**src/rtl/pipe_skid_stage.sv**
```systemverilog
// pipe_skid_stage -- pipeline stage register with valid/ready handshake and
// a 2-entry skid buffer. It carries an instruction word, a PC and NUM_OPS
// operand fields between two CPU datapath stages. in_ready is decoded from
// the state register only, so full throughput needs no combinational path
// from out_ready back to in_ready.
//
// Optional feature: define PIPE_PERF_CNT_EN to add the stall_cnt and
// bubble_cnt performance counters and their ports.
//
// Ports:
//   clk         rising-edge clock
//   res         synchronous active-high reset (priority over flush)
//   flush       kill stage contents; the stage becomes a bubble
//   in_valid    upstream beat valid
//   in_ready    stage can accept a beat (state != FULL)
//   in_command  instruction word
//   in_pc       instruction PC
//   in_ops      packed operands, op0 in [OP_W-1:0]
//   out_valid   downstream beat valid (state != EMPTY)
//   out_ready   downstream accepts
//   out_command head instruction word (0 when out_valid=0)
//   out_pc      head PC (0 when out_valid=0)
//   out_ops     head operands (0 when out_valid=0)
//   occupancy   entries held, 0..2
//   stall_cnt   cycles with out_valid=1 and out_ready=0 (saturating)
//   bubble_cnt  cycles with out_valid=0 (saturating)
module pipe_skid_stage #(
   parameter int OP_W    = 32,
   parameter int NUM_OPS = 3,
   parameter int PC_W    = 32,
   parameter int CNT_W   = 32
) (
   input  logic                    clk,
   input  logic                    res,
   input  logic                    flush,
   input  logic                    in_valid,
   output logic                    in_ready,
   input  logic [31:0]             in_command,
   input  logic [PC_W-1:0]         in_pc,
   input  logic [NUM_OPS*OP_W-1:0] in_ops,
   output logic                    out_valid,
   input  logic                    out_ready,
   output logic [31:0]             out_command,
   output logic [PC_W-1:0]         out_pc,
   output logic [NUM_OPS*OP_W-1:0] out_ops,
   output logic [1:0]              occupancy
`ifdef PIPE_PERF_CNT_EN
   ,
   output logic [CNT_W-1:0]        stall_cnt,
   output logic [CNT_W-1:0]        bubble_cnt
`endif
);

   typedef enum logic [1:0] {
      EMPTY = 2'd0,
      BUSY  = 2'd1,
      FULL  = 2'd2
   } state_t;

   state_t                    state;
   logic                      in_fire;
   logic                      out_fire;

   // Main entry drives the outputs; skid entry absorbs the beat accepted
   // while the head is stalled.
   logic [31:0]               main_cmd_p1;
   logic [PC_W-1:0]           main_pc_p1;
   logic [NUM_OPS*OP_W-1:0]   main_ops_p1;
   logic [31:0]               skid_cmd_p1;
   logic [PC_W-1:0]           skid_pc_p1;
   logic [NUM_OPS*OP_W-1:0]   skid_ops_p1;

   assign in_ready  = (state != FULL);
   assign out_valid = (state != EMPTY);
   assign in_fire   = in_valid & in_ready;
   assign out_fire  = out_valid & out_ready;
   assign occupancy = state;

   // Main is zeroed whenever the stage empties, so the bubble outputs are
   // all-zero without any output-side gating.
   assign out_command = main_cmd_p1;
   assign out_pc      = main_pc_p1;
   assign out_ops     = main_ops_p1;

   // ---- input -> p1 (main/skid entries) ----
   always_ff @(posedge clk) begin
      if (res || flush) begin
         state       <= EMPTY;
         main_cmd_p1 <= '0;
         main_pc_p1  <= '0;
         main_ops_p1 <= '0;
         skid_cmd_p1 <= '0;
         skid_pc_p1  <= '0;
         skid_ops_p1 <= '0;
      end else begin
         case (state)
            EMPTY: begin
               if (in_fire) begin
                  state       <= BUSY;
                  main_cmd_p1 <= in_command;
                  main_pc_p1  <= in_pc;
                  main_ops_p1 <= in_ops;
               end
            end
            BUSY: begin
               if (in_fire && out_fire) begin
                  main_cmd_p1 <= in_command;
                  main_pc_p1  <= in_pc;
                  main_ops_p1 <= in_ops;
               end else if (in_fire) begin
                  state       <= FULL;
                  skid_cmd_p1 <= in_command;
                  skid_pc_p1  <= in_pc;
                  skid_ops_p1 <= in_ops;
               end else if (out_fire) begin
                  state       <= EMPTY;
                  main_cmd_p1 <= '0;
                  main_pc_p1  <= '0;
                  main_ops_p1 <= '0;
               end
            end
            FULL: begin
               if (out_fire) begin
                  state       <= BUSY;
                  main_cmd_p1 <= skid_cmd_p1;
                  main_pc_p1  <= skid_pc_p1;
                  main_ops_p1 <= skid_ops_p1;
               end
            end
            default: begin
               state       <= EMPTY;
               main_cmd_p1 <= '0;
               main_pc_p1  <= '0;
               main_ops_p1 <= '0;
            end
         endcase
      end
   end

`ifdef PIPE_PERF_CNT_EN
   function automatic logic [CNT_W-1:0] sat_inc(input logic [CNT_W-1:0] v);
      return (&v) ? v : v + 1'b1;
   endfunction

   // Counters look at the pre-edge state, so a flush cycle is counted by
   // what the stage held before the kill. Only res clears them.
   always_ff @(posedge clk) begin
      if (res) begin
         stall_cnt  <= '0;
         bubble_cnt <= '0;
      end else begin
         if (out_valid && !out_ready) stall_cnt <= sat_inc(stall_cnt);
         if (!out_valid)              bubble_cnt <= sat_inc(bubble_cnt);
      end
   end
`else
   // CNT_W only sizes the perf counters; without them it has no effect.
   if (CNT_W > 0) begin : g_cnt_w_unused
   end
`endif

endmodule

```
**config.mk**
```make
export PLATFORM = sky130hd
export DESIGN_NAME = pipe_skid_stage
export DESIGN_NICKNAME = d
export VERILOG_FILES = /design/src/rtl/pipe_skid_stage.sv
export SDC_FILE = /design/constraint.sdc
export NUM_CORES = 1
export LEC_CHECK = 0
export CAP_MARGIN = 10
export CORE_ASPECT_RATIO = 1.1
export CORE_UTILIZATION = 40
export DETAILED_ROUTE_END_ITERATION = 8
export PLACE_DENSITY = 0.67
export SLEW_MARGIN = 20
export SYNTH_ARGS = -nofsm -noshare
export SYNTH_HDL_FRONTEND = slang
export SYNTH_SLANG_ARGS = --single-unit
```
**constraint.sdc**
```tcl
create_clock -name clk -period 2.53 [get_ports clk]
set_input_delay 0.6325 -clock clk [delete_from_list [all_inputs] [get_ports clk]]
set_output_delay 0.6325 -clock clk [all_outputs]
set_load 0.01 [all_outputs]
```
==> results of run 1 <==
## state kept, by name, summed over array words and instances (netlist names)
register     cells
out_ops         96
skid_ops_p1     96
out_command     32
out_pc          32
skid_cmd_p1     32
skid_pc_p1      32
occupancy        2
## worst register-to-register path, delay by kind of cell (launching register included)
kind / cells / cell delay (ns)
compound gates: 1 / 0.19
mux: 1 / 0.28
simple gates: 1 / 0.24
flops: 1 / 0.51
buf+inv: 2 / 0.59
## final timing paths
check,startpoint,endpoint,cells past startpoint,slack (ns)
hold reg to reg,skid_ops_p1[95],skid_ops_p1[95],2,0.45
setup reg to reg,occupancy[1],out_ops[62],5,0.66
setup / recovery,occupancy[1],out_valid,2,0.15
hold / removal,skid_ops_p1[95],skid_ops_p1[95],2,0.45
## cell usage in the layout (no fill, tap or decap), types with 2 or more instances in the layout
master,n
nor2_1,2
o22ai_1,3
clkbuf_1,12
nand2_1,483
clkdlybuf4s50_1,328
dfxtp_1,322
clkbuf_8,5
a31oi_1,158
buf_12,42
a21oi_1,162
clkinv_2,2
bufinv_16,4
a32oi_1,159
clkbuf_16,37
nand3_1,157
buf_4,41
## logic make-up after synthesis
group,count (synthesis)
mux,1
compound gates,485
buf+inv,181
flops,322
simple gates,653
## final cells by class
type,instances,area (µm²)
fillers,2912,13950
flip-flops and latches,322,6446
multi-input cells,1139,6006
repair buffers,411,4432
clock buffers,54,1040
well taps,426,533.0
clock inverters,7,137.6
inverters,1,6.256
## power by group through the flow
stage / combinational (mW) / clock (mW) / sequential (mW)
after floorplan: 0.501 / 0 / 5.38
after global placement: 1.26 / 0 / 5.36
after detailed placement: 1.27 / 0 / 5.36
after CTS: 1.28 / 5.36 / 5.25
after global routing: 1.36 / 5.58 / 5.26
final: 1.29 / 5.30 / 5.25
## through the flow
| step | cells | area (µm²) | utilization [%] |
|---|---|---|---|
| final | 2360 | 18600 | 57.15 |
| after global routing | 2360 | 18600 | 57.15 |
| after CTS | 2360 | 18600 | 57.15 |
| after detailed placement | 2299 | 17420 | 53.53 |
| after global placement | 2299 | 17420 | 53.53 |
| after floorplan | 1642 | 13360 | - |
## per-layer routing
metal / track usage, % / vias to the layer above
met3: 4.294 / 101
met2: 40.30 / 734
met1: 34.35 / 6690
met4: 10.63 / 0
li1: - / 6478
met5: 0 / -
==> results.py, run 1 <==
metrics = {
    "synthesis": {
        "ys_warn_count": 0,
        "synth_fp_nets": 1807,
        "syn-instance-count": 1642,
        "async_flop_share_pct": 0,
        "synthSimpleGateAreaFrac_pct": 20.22,
        "synth_seq_cells": 322,
        "synthFlopType": "dfxtp_1",
        "yosys.area_share.adder_pct": 0,
        "syn_area_mm2": 0.01336,
        "synth_xor_area_share_pct": 0,
        "syn_avg_cell_area_um2": 8.134,
        "post-synth-top-area-fraction_pct": 48.26,
        "synth_top_family_by_area": "compound AO/OA/AOI/OAI gates",
        "seq_area_frac_synth_pct": 48.26,
        "synth_edf_count": 0,
        "synth_area_leaders": "dfxtp_1 48%, nand2_1 14%, a32oi_1 10%, a31oi_1 7.4%, a21oi_1 6.1%",
        "synth_mux_area_share_pct": 0.1686,
        "synth_most_common_cell": "nand2_1",
        "synth_compound_gate_area_share_pct": 24.22,
        "synthDistinctLibCells": 27,
        "synth_common_cells": "483 x nand2_1, 322 x dfxtp_1, 162 x a21oi_1",
        "yosysTopAreaCell": "dfxtp_1",
    },
    "sta": {
        "period_needed_ns": 2.384,
        "fin_crit_sh_pct": 94.24,
        "whs_ns": 0.4535,
        "fmax_ghz": 0.4194,
        "clock_skew_ns": 0.01256,
        "setup_viol": 0,
        "slew_headroom_pct": 60.55,
        "finalSetupTns_ns": 0,
        "rsz0062_at_grt": "false",
        "fin_ws_ns": 0.1458,
        "maxSlewViolCount": 0,
        "tightestPinTransition_ns": 0.5918,
        "hold_violations": 0,
    },
    "cells_and_area": {
        "nets": 2076,
        "final_layout_size_suffix_gt1_share_pct": 7.394,
        "syn2layout_area_growth_pct": 39.26,
        "diodes": 0,
    },
    "die": {
        "die_x_um": 176.2,
        "core_mm2": 0.03255,
        "die_h_um": 193.7,
        "rows": 69,
        "io_pins": 329,
        "start_util_pct": 41.04,
        "die_area_mm2": 0.03413,
    },
    "clock_network": {
        "clockRootBuffer": "clkbuf_16",
        "cts_tree": "yes",
        "cts-htree-levels": 2,
        "numCtsBuffers": 36,
        "clk_pin_slew_ns": 0.05,
        "postCtsHoldBufs": 0,
        "clkSinkCount": 322,
        "cts_setup_buffers": 0,
        "worstSkewPairLatency_ns": 0.51,
        "cts_buffer_depth": 3,
        "cts_resized": 0,
    },
    "run_status": {
        "status": "complete, no violations",
    },
    "pwr": {
        "clkPwrFrac_pct": 44.8,
        "power.density_mw_per_mm2": 636.6,
        "ir_worst_vdd_mv": 0.4134,
        "pwr-share-seq_pct": 44.4,
        "internal-power_mw": 9.050,
        "pwr-share-comb_pct": 10.9,
        "power.leakage_nw": 5.671,
        "swShare_pct": 23.56,
        "p_total_mw": 11.84,
        "power.net_switching_mw": 2.790,
    },
    "placement": {
        "port_buffers": 328,
        "place_congestion": 0.8242,
        "dp_hpwl_mm": 28.73,
        "pre_cts_slack_ns": 0.05692,
    },
    "global_route": {
        "antenna_found_initial": 0,
        "grt_pass1_wl_mm": 71.74,
        "grt_max_degree": 82,
        "grt_pass1_vias": 13460,
        "overflow": 0,
        "grtUsageTotal_pct": 25.55,
    },
    "worst_setup_path": {
        "critPathMaxFanout": 7,
        "criticalPathCategory": "reg2out",
        "critPathRequiredTime_ns": 1.90,
        "max_stage_delay_ns": 0.56,
        "start_kind": "flop",
        "crit_path_cell_trace": "or2_2 -> clkdlybuf4s50_1",
        "endpoint_kind": "primary output",
        "crit_path_top_delay_cell": "clkdlybuf4s50_1",
        "critPathArrivalTime_ns": 1.75,
        "path_delay_family": "buffers and inverters",
        "path_buf_inv": 1,
    },
    "detailed_routing": {
        "wl_per_cell_um": 19.37,
        "via_count": 14000,
        "top_layer_used": "met4",
        "drc_errors": 0,
        "route.met3.wl_mm": 3.818,
        "via_per_inst": 5.933,
        "wl_mm": 45.72,
        "first_iter_violations": 1299,
        "wl_met2_mm": 20.77,
        "wl_met1_mm": 19.51,
        "dr.pass1.iters": 5,
        "detail-route-antenna-nets": 0,
    },
    "job": {
        "drv_cap": 0,
    },
    "hold_path": {
        "min_path_type": "reg2reg",
    },
}
Note: power is estimated with default switching activity, not from simulation.
==> inputs of run 2 (changes only) <==
--- a/config.mk
+++ b/config.mk
@@ -5,11 +5,11 @@
 export SDC_FILE = /design/constraint.sdc
 export NUM_CORES = 1
 export LEC_CHECK = 0
-export CAP_MARGIN = 10
 export CORE_ASPECT_RATIO = 1.1
 export CORE_UTILIZATION = 40
 export DETAILED_ROUTE_END_ITERATION = 8
 export PLACE_DENSITY = 0.67
+export SKIP_CTS_REPAIR_TIMING = 1
 export SLEW_MARGIN = 20
 export SYNTH_ARGS = -nofsm -noshare
 export SYNTH_HDL_FRONTEND = slang
==> results of run 2 <==
The final DEF is identical to that of run 1; final timing and power are the same.
==> inputs of run 3 (changes only) <==
--- a/config.mk
+++ b/config.mk
@@ -5,6 +5,7 @@
 export SDC_FILE = /design/constraint.sdc
 export NUM_CORES = 1
 export LEC_CHECK = 0
+export CAP_MARGIN = 30
 export CORE_ASPECT_RATIO = 1.1
 export CORE_UTILIZATION = 40
 export DETAILED_ROUTE_END_ITERATION = 8
==> results of run 3 <==
The final DEF is identical to that of run 1; final timing and power are the same.
